**config.mk**
```make
export PLATFORM = sky130hd
export DESIGN_NAME = io_mmio_responder
export DESIGN_NICKNAME = d
export VERILOG_FILES = /design/src/rtl/io_mmio_pkg.sv /design/src/rtl/io_out_fifo.sv /design/src/rtl/io_mmio_responder.sv
export SDC_FILE = /design/constraint.sdc
export NUM_CORES = 1
export LEC_CHECK = 0
export BUFFER_PORTS_ARGS = -buffer_cell sky130_fd_sc_hd__buf_2
export CAP_MARGIN = 20
export CORE_ASPECT_RATIO = 0.5
export CORE_MARGIN = 1.5
export CORE_UTILIZATION = 49
export CTS_CLUSTER_DIAMETER = 150
export DETAILED_ROUTE_END_ITERATION = 6
export PLACE_DENSITY = 0.76
export SLEW_MARGIN = 20
export SYNTH_ARGS = -nofsm -noshare
export SYNTH_HDL_FRONTEND = slang
export SYNTH_SLANG_ARGS = --single-unit
```
**constraint.sdc**
```tcl
create_clock -name clk -period 2 [get_ports clk]
set_input_delay 0.4 -clock clk [delete_from_list [all_inputs] [get_ports clk]]
set_output_delay 0.4 -clock clk [all_outputs]
set_load 0.005 [all_outputs]
```
**src/rtl/io_mmio_pkg.sv**
```systemverilog
// Shared register map and OUT_STATUS bit layout for the IO bus responder.
// Imported by io_mmio_responder and io_out_fifo.
package io_mmio_pkg;

    localparam logic [7:0] IO_LED        = 8'h00;
    localparam logic [7:0] IO_IN_STATUS  = 8'h04;
    localparam logic [7:0] IO_IN_DATA    = 8'h08;
    localparam logic [7:0] IO_OUT_STATUS = 8'h0C;
    localparam logic [7:0] IO_OUT_DATA   = 8'h10;
    localparam logic [7:0] IO_CYCLE      = 8'h14;

    localparam int OS_FULL    = 0;
    localparam int OS_EMPTY   = 1;
    localparam int OS_OVF     = 2;
    localparam int OS_CNT_LSB = 4;

endpackage

```
**src/rtl/io_out_fifo.sv**
```systemverilog
// Synchronous FIFO feeding the display output channel.
// Push while full is accepted only if a pop happens in the same cycle.
module io_out_fifo #(
    parameter int WIDTH = 32,
    parameter int DEPTH = 4
) (
    input  logic                     clk,
    input  logic                     rst,
    input  logic                     push,
    input  logic                     pop,
    input  logic [WIDTH-1:0]         wdata,
    output logic [WIDTH-1:0]         head,
    output logic                     full,
    output logic                     empty,
    output logic [$clog2(DEPTH):0]   count
);

    localparam int AW = $clog2(DEPTH);
    localparam int CW = AW + 1;

    logic [WIDTH-1:0] mem [DEPTH];
    logic [AW-1:0]    wr_ptr;
    logic [AW-1:0]    rd_ptr;
    logic             do_push;
    logic             do_pop;

    assign full    = (count == CW'(DEPTH));
    assign empty   = (count == '0);
    assign do_pop  = pop && !empty;
    assign do_push = push && (!full || do_pop);
    assign head    = empty ? '0 : mem[rd_ptr];

    // Pointers wrap naturally because DEPTH is a power of two.
    always_ff @(posedge clk or posedge rst) begin
        if (rst) begin
            wr_ptr <= '0;
            rd_ptr <= '0;
            count  <= '0;
        end else begin
            if (do_push) wr_ptr <= wr_ptr + AW'(1);
            if (do_pop)  rd_ptr <= rd_ptr + AW'(1);
            case ({do_push, do_pop})
                2'b10:   count <= count + CW'(1);
                2'b01:   count <= count - CW'(1);
                default: ;
            endcase
        end
    end

    // NOTE: storage is not reset; the head mux hides stale words while empty.
    always_ff @(posedge clk) begin
        if (do_push) mem[wr_ptr] <= wdata;
    end

endmodule

```
**src/rtl/io_mmio_responder.sv**
```systemverilog
// Memory-mapped IO responder: LED, switch-capture input, output FIFO, cycle counter.
// Define IO_CYCLE_CNT_EN to build the CYCLE register; otherwise 0x14 reads 0.
module io_mmio_responder
    import io_mmio_pkg::*;
#(
    parameter int OUT_DEPTH = 4
) (
    input  logic        clk,
    input  logic        rst,
    input  logic [15:0] io_addr,
    input  logic [31:0] io_dout,
    input  logic        io_we,
    input  logic        io_rd,
    output logic [31:0] io_din,
    input  logic [15:0] sw,
    input  logic        btn,
    output logic [15:0] led,
    output logic        in_vld,
    output logic [31:0] out_data,
    output logic        out_vld,
    input  logic        out_ack
);

    localparam int CW = $clog2(OUT_DEPTH) + 1;

    logic          hit;
    logic [7:0]    off;
    logic          wr_en;
    logic          rd_en;
    logic          in_rd;
    logic [15:0]   in_data;
    logic [2:0]    btn_sync;
    logic          btn_rise;
    logic          ovf;
    logic          push;
    logic          pop;
    logic          full;
    logic          empty;
    logic [CW-1:0] count;
    logic [31:0]   out_status;
    logic [31:0]   cycle;

    assign hit   = (io_addr[15:8] == 8'h00);
    assign off   = io_addr[7:0];
    assign wr_en = io_we && hit;
    assign rd_en = io_rd && hit;
    assign in_rd = rd_en && (off == IO_IN_DATA);
    assign push  = wr_en && (off == IO_OUT_DATA);
    assign pop   = out_ack && out_vld;

    io_out_fifo #(
        .WIDTH (32),
        .DEPTH (OUT_DEPTH)
    ) u_fifo (
        .clk   (clk),
        .rst   (rst),
        .push  (push),
        .pop   (pop),
        .wdata (io_dout),
        .head  (out_data),
        .full  (full),
        .empty (empty),
        .count (count)
    );

    assign out_vld = !empty;

    // NOTE: state updates use non-blocking assignments so every register sees pre-edge values.
    always_ff @(posedge clk or posedge rst) begin
        if (rst) begin
            led <= '0;
            ovf <= 1'b0;
        end else begin
            if (wr_en && (off == IO_LED)) led <= io_dout[15:0];
            if (wr_en && (off == IO_OUT_STATUS) && io_dout[OS_OVF]) ovf <= 1'b0;
            else if (push && full && !pop) ovf <= 1'b1;
        end
    end

    // btn_sync[1] is the synchronized level, btn_sync[2] its previous value.
    assign btn_rise = btn_sync[1] && !btn_sync[2];

    always_ff @(posedge clk or posedge rst) begin
        if (rst) begin
            btn_sync <= '0;
            in_data  <= '0;
            in_vld   <= 1'b0;
        end else begin
            btn_sync <= {btn_sync[1:0], btn};
            if (btn_rise && (!in_vld || in_rd)) begin
                in_data <= sw;
                in_vld  <= 1'b1;
            end else if (in_rd) begin
                in_vld <= 1'b0;
            end
        end
    end

`ifdef IO_CYCLE_CNT_EN
    always_ff @(posedge clk or posedge rst) begin
        if (rst) cycle <= '0;
        else     cycle <= cycle + 32'd1;
    end
`else
    assign cycle = '0;
`endif

    // NOTE: every combinational output gets a default first so no latch is inferred.
    always_comb begin
        out_status                     = '0;
        out_status[OS_FULL]            = full;
        out_status[OS_EMPTY]           = empty;
        out_status[OS_OVF]             = ovf;
        out_status[OS_CNT_LSB +: CW]   = count;
    end

    always_comb begin
        io_din = '0;
        if (rd_en) begin
            case (off)
                IO_LED:        io_din = {16'h0000, led};
                IO_IN_STATUS:  io_din = {31'h0, in_vld};
                IO_IN_DATA:    io_din = {16'h0000, in_data};
                IO_OUT_STATUS: io_din = out_status;
                IO_CYCLE:      io_din = cycle;
                default:       io_din = '0;
            endcase
        end
    end

endmodule

```
=== Yosys cells after proc, flatten, opt, wreduce, memory -nomap -nowiden ===
Memories as Yosys holds them, arrays and structs flattened.
Index checks and enable logic that the tools add are counted.
W data, S select, Z words.

* Bits in registers: 44
* RAM bits: 128
* Bits of input ports: 70
* Output and inout bits: 82
* Word-level logic and storage cells: 57
* Memories kept: 1

{| class="wikitable"
|+ Memory list
! memory !! words !! width !! rd ports !! clocked after Yosys merged registers in !! write ports !! RTL line !! RTL
|-
| u_fifo.mem || 4 || 32 || 1 || 0 || 1 || io_out_fifo.sv:21 || <nowiki>logic [WIDTH-1:0] mem [DEPTH];</nowiki>
|}

* Add/subtract/negate cells: 4
* Equality and inequality tests: 7
* Muxes and demuxes: 10
* Reduce and logical (&&, ||, !) cells: 27

{| class="wikitable"
|+ Operators by type and width
! operator !! number
|-
| $pmux W16 S4 || 1
|-
| $mux W32 || 1
|-
| $eq A8 B4 Y1 const B || 2
|-
| $logic_not A8 Y1 || 2
|-
| $mux W16 || 1
|-
| $logic_and A1 B1 Y1 || 14
|-
| $eq A8 B3 Y1 const B || 1
|-
| $eq A8 B5 Y1 const B || 1
|-
| $mux W1 || 6
|-
| $pmux W3 S2 || 1
|-
| $reduce_bool A2 Y1 || 3
|-
| $logic_not A1 Y1 || 5
|-
| $add A2 B1 Y2 const B || 2
|-
| $add A3 B1 Y3 const B || 1
|-
| $eq A3 B3 Y1 const B || 1
|-
| $logic_not A3 Y1 || 1
|-
| $sub A3 B1 Y3 const B || 1
|-
| $eq A2 B1 Y1 const B || 1
|-
| $eq A2 B2 Y1 const B || 1
|-
| $logic_or A1 B1 Y1 || 2
|}

=== Longest topological paths before layout ===
* Depth after elaboration: 8
* Depth in mapped cells: 11
* Mapped depth without buffers: 10

=== By module ===
From an unflattened synthesis, not the netlist that was laid out.

* Cell total of the unflattened synthesis: 408
* Area, all modules: 7277.0 µm²

{| class="wikitable"
|+ By module, submodules not included
! module !! instances !! cells each !! area an instance (µm²) !! sequential area each (µm²)
|-
| io_out_fifo || 1 || 243 || 5280.1 || 4018.9
|-
| io_mmio_responder || 1 || 165 || 1996.9 || 925.9
|}

=== Worst setup path after synthesis ===
Ideal clock, no wire load.

* Path type: input port to flip-flop
* Start point: in io_addr[13]
* End point: mem u_fifo.mem[0][0] (enable)
* Setup time: 0.392 ns
* Arrival: 2.189 ns
* Data required time: 1.608 ns
* Path slack: -0.581 ns
* Stages: 4
* Path buffers: 0
* Cells stage by stage: nor4_4 -> nand3_1 -> nor4_4 -> and2_1

* Cells in the longest elaborated chain, start to end: 6

{| class="wikitable"
|+ RTL lines
! what !! RTL line !! RTL
|-
| from (decl) || io_mmio_responder.sv:10 || <nowiki>input logic [15:0] io_addr,</nowiki>
|-
| $logic_not A8 Y1 || io_mmio_responder.sv:43 || <nowiki>assign hit = (io_addr[15:8] == 8'h00);</nowiki>
|-
| $logic_and A1 B1 Y1 || io_mmio_responder.sv:45 || <nowiki>assign wr_en = io_we && hit;</nowiki>
|-
| $logic_and A1 B1 Y1 || io_mmio_responder.sv:48 || <nowiki>assign push = wr_en && (off == IO_OUT_DATA);</nowiki>
|-
| $logic_and A1 B1 Y1 || io_out_fifo.sv:30 || <nowiki>assign do_push = push && (!full || do_pop);</nowiki>
|-
| $mux W1 || io_out_fifo.sv:52 || <nowiki>if (do_push) mem[wr_ptr] <= wdata;</nowiki>
|-
| $mux W1 (not written as such) || io_out_fifo.sv:52 ||
|-
| to (decl) || io_out_fifo.sv:21 ||
|}

Every way passes these cells.

=== Worst setup path after layout ===
* Start point: reg u_fifo.rd_ptr[0]
* End point: out out_data[0]

* Cells in the longest elaborated chain, start to end: 2

{| class="wikitable"
|+ RTL lines
! what !! RTL line !! RTL
|-
| from (decl) || io_out_fifo.sv:23 || <nowiki>logic [AW-1:0] rd_ptr;</nowiki>
|-
| from (signal assigned) || io_out_fifo.sv:41 || <nowiki>if (do_pop) rd_ptr <= rd_ptr + AW'(1);</nowiki>
|-
| $mem_v2 Z4 W32 || - ||
|-
| $mux W32 || io_out_fifo.sv:31 || <nowiki>assign head = empty ? '0 : mem[rd_ptr];</nowiki>
|-
| to (decl) || io_mmio_responder.sv:19 || <nowiki>output logic [31:0] out_data,</nowiki>
|}

Every way passes these cells.

==> summary.txt <==
STA
  • Final setup vio count: 47
  • Max frequency: 436.3 MHz
  • WHS: between 0.08 and 0.09 ns
  • Final Max Slew Viols: 0
  • Final Worst Setup Slack: -0.2918 ns
  • RSZ-0062 raised after global routing: true
  • Period utilisation layout: 1.146
  • Crit path time final: between 2 and 2.5 ns
  • Clk_skew: between 0.007 and 0.008 ns
  • Final Hold Fails: 0

Floorplanning
  • Area of the core: around 14000 µm²
  • Row Count: 31
  • Die Area: approximately 16000 µm²
  • Top Ports: ~150
  • Starting density of the core: 0.5008
  • Die width: ~170 µm
  • Chip height: 88.99 µm

Detailed routing
  • DRC violations left: 0
  • Via density: ~5.3
  • Initial DRC count: 325
  • DR vias: 4193
  • DR pass1 iterations: 4
  • WL final: ~16000 µm
  • WL/cell: between 15 and 20 µm
  • Post-route antenna net violation count: 0

Place
  • RePlAce Congestion: 0.7880
  • Post-DP HPWL: between 9000 and 10000 µm
  • Port buffer count: roughly 140

Logic synthesis
  • Synth Register Bits: approximately 170
  • Ys async rst share: 0.2558
  • Yosys top cell area share: 0.5305
  • Syn_area_per_cell: between 15 and 20 µm²
  • Register area share after synthesis: 0.6824
  • Top_reg_cell synth: edfxtp_1
  • Synth area leader: edfxtp_1
  • Synth warn: 0
  • Top post-synthesis cells by area: edfxtp_1 53%, dfrtp_1 15%, mux4_2 10%, mux2_2 4.2%, and2_1 3.2%
  • Area of the mapped netlist: 7246 µm²
  • Post-synth EDFFs: approximately 130
  • Synth cell types: 38
  • Syn Inst Count: 399

Clock network
  • CTS Root Cell: clkbuf_16
  • CTS buffer count: 17
  • CTS tree: yes
  • Bufs on Longest Clock Path: 2
  • Clock sinks: ~170
  • H-tree depth: 4
  • Register clock-pin slew on the reported worst setup and hold paths: 0.07 ns
  • Worst-skew pair later-pin latency: between 0.4 and 0.5 ns

Worst setup path
  • CP peak stage delay: around 0.50 ns
  • Crit path max fanout: 6
  • Cell family with most CP delay: multiplexers
  • Crit path cell chain: buf_12 > buf_16 > mux4_2 > and2_4 > buf_6
  • Critical Path Source Type: flip-flop
  • Critical path's slowest cell: mux4_2
  • Arrival @ worst endpoint: 1.89 ns
  • Flop2flop setup slack: -0.13 ns
  • CP bufs+invs: 3
  • Worst setup EP type: output port
  • Crit path kind: reg2out
  • Worst endpoint required time: 1.60 ns

GRT
  • Number of global-route vias before repair: slightly above 4000
  • Gr ovfl total: 0
  • Largest net degree at the start of global routing: 34
  • GRT Util Overall: 0.2059
  • First-pass GRT wire length: 23180 µm
  • Initial antenna violation count: 0

Finish
  • Area grow syn2layout: 32.91%
  • Nets: approximately 660
  • Antenna cells: 0
  • Share of post-route cells with drive strength above 1: 0.5883
  • Fillers: between 900 and 1000

Outcome
  • Status: complete, but fails checks
  • Failing checks: setup timing

Power
  • Int Pwr: 0.007944 W
  • Combinational power share: 0.344
  • Sequential share of power: 0.364
  • Lkg Pwr: about 3.8 nW
  • P_sw: roughly 0.0030 W
  • Sw Share: 0.2718
  • Clk network pwr share: 0.292
  • Worst vdd ir: a little over 0.0007 V
  • Power per cell area: 1133 nW/µm²
  • Total chip power: between 0.01 and 0.015 W

Min path
  • Hold Path Class: in2reg

Job
  • Max cap viols: 0
-- path summary, 6_finish.rpt --
kind / start / endpoint / cells past startpoint
max reg2reg: u_fifo.count[0] / u_fifo.count[2] / 11
max: u_fifo.rd_ptr[0] / out_data[0] / 5
min in group asynchronous: rst / led[13] / 3
min reg2reg: btn_sync[0] / btn_sync[1] / 0
min: btn / btn_sync[0] / 1
max in group asynchronous: rst / in_data[3] / 4
-- kinds of logic after synthesis --
| family | after synthesis | share of synthesized area |
|---|---|---|
| mux | 72 | 0.1680 |
| fa+ha+maj | 6 | 0.01140 |
| compound gates | 18 | 0.02055 |
| xor+xnor | 6 | 0.007254 |
| simple gates | 82 | 0.07563 |
| flops | 172 | 0.6824 |
| other cells | 1 | 0.0005175 |
| buf+inv | 42 | 0.03419 |
-- metrics by stage --
step | util | setup WS [ns] | std cells | setup TNS (ns) | area, µm²
after floorplan | - | -0.2579 | 414 | -33.46 | 7326
after global placement | 0.5844 | -0.3433 | 749 | -38.04 | 8454
after detailed placement | 0.5844 | -0.3721 | 749 | -41.45 | 8454
after CTS | 0.6491 | -0.3427 | 792 | -10.38 | 9390
after global routing | 0.6657 | -0.3555 | 798 | -12.99 | 9630
final | 0.6657 | -0.2918 | 798 | -10.13 | 9630
-- worst reg2reg max path: cells and delay by family (launching register included) --
kind                     cells  cell delay, ns
AND/OR/NAND/NOR              4            0.61
adder cells (fa/ha/maj)      2            0.53
flip-flops                   1            0.41
XOR/XNOR                     2            0.30
buffers and inverters        3            0.23
-- final cells by class --
cell class | instances | area, µm² | share of cell area
inverters | 9 | 33.78 | 0.003508
repair buffers | 187 | 1520 | 0.1579
clock inverters | 15 | 152.6 | 0.01585
clock buffers | 17 | 425.4 | 0.04417
well taps | 198 | 247.7 | 0.02572
multi-input cells | 200 | 2305 | 0.2393
flip-flops and latches | 172 | 4946 | 0.5136
-- synthesized netlist by cell type, types with 2 or more instances --
| master | number |
|---|---|
| mux2_4 | 10 |
| xor2_1 | 3 |
| dfrtp_1 | 44 |
| mux2_2 | 27 |
| nor2_1 | 17 |
| or3_1 | 3 |
| mux2i_1 | 2 |
| clkbuf_1 | 10 |
| nand2_1 | 4 |
| nor4_4 | 3 |
| a22oi_1 | 15 |
| nor2b_1 | 2 |
| ha_1 | 5 |
| nand4_1 | 2 |
| xnor2_1 | 3 |
| buf_4 | 16 |
| nor3_2 | 3 |
| and2_1 | 37 |
| buf_2 | 5 |
| mux4_2 | 33 |
| inv_1 | 9 |
| nand3_1 | 2 |
| edfxtp_1 | 128 |
| nand2b_1 | 2 |
-- layer usage --
metal | GRT usage | vias up | routed length (µm)
li1 | - | 1877 | -
met1 | 0.2851 | 2129 | 6765
met2 | 0.3258 | 166 | 7803
met3 | 0.04252 | 21 | 877
met4 | 0.08625 | 0 | 268
met5 | 0 | - | 0
-- power by group through the flow --
stage,sequential (W),clock [W],combinational [W]
final,0.00397,0.00319,0.00375
after global routing,0.00398,0.00338,0.00399
after CTS,0.00397,0.00324,0.00334
after detailed placement,0.00406,0,0.00256
after global placement,0.00406,0,0.00252
after floorplan,0.00402,0,0.00158
-- layout by cell type (no fill, tap or decap), types with 2 or more instances in the layout --
master	instances
nand2_1	4
a22oi_1	5
nor2_2	4
clkinvlp_4	4
inv_2	2
buf_4	26
buf_6	35
nor2_1	14
mux4_2	33
and2_1	8
or3_4	3
xor2_1	2
xnor2_1	3
mux2_2	27
ha_1	4
a22oi_2	10
nand3_1	2
nand4_1	2
inv_8	6
buf_8	2
conb_1	16
and2_4	25
mux2i_1	2
and2_2	4
edfxtp_1	128
buf_16	2
buf_2	106
inv_1	7
clkbuf_16	18
nor3_2	2
clkinv_8	2
nor4_4	4
nand2b_1	2
dfrtp_1	43
buf_12	14
mux2_4	10
-- flip-flops by register name, indices dropped and copies added (netlist names) --
register       flops
u_fifo.mem       128
ovf                1
btn_sync           3
u_fifo.rd_ptr      2
u_fifo.wr_ptr      2
in_vld             1
u_fifo.count       3
in_data           16
led               16
-- timing repair --
item                                    CTS  global route
hold buffers                              1             0
gates cloned                              3             1
gates resized for setup                  54            43
pin swaps                                16            26
buffers inserted                          7             7
endpoints found under the setup margin   47            50
endpoints found under the hold margin    20             0
Power figures use the tool's default switching activity.
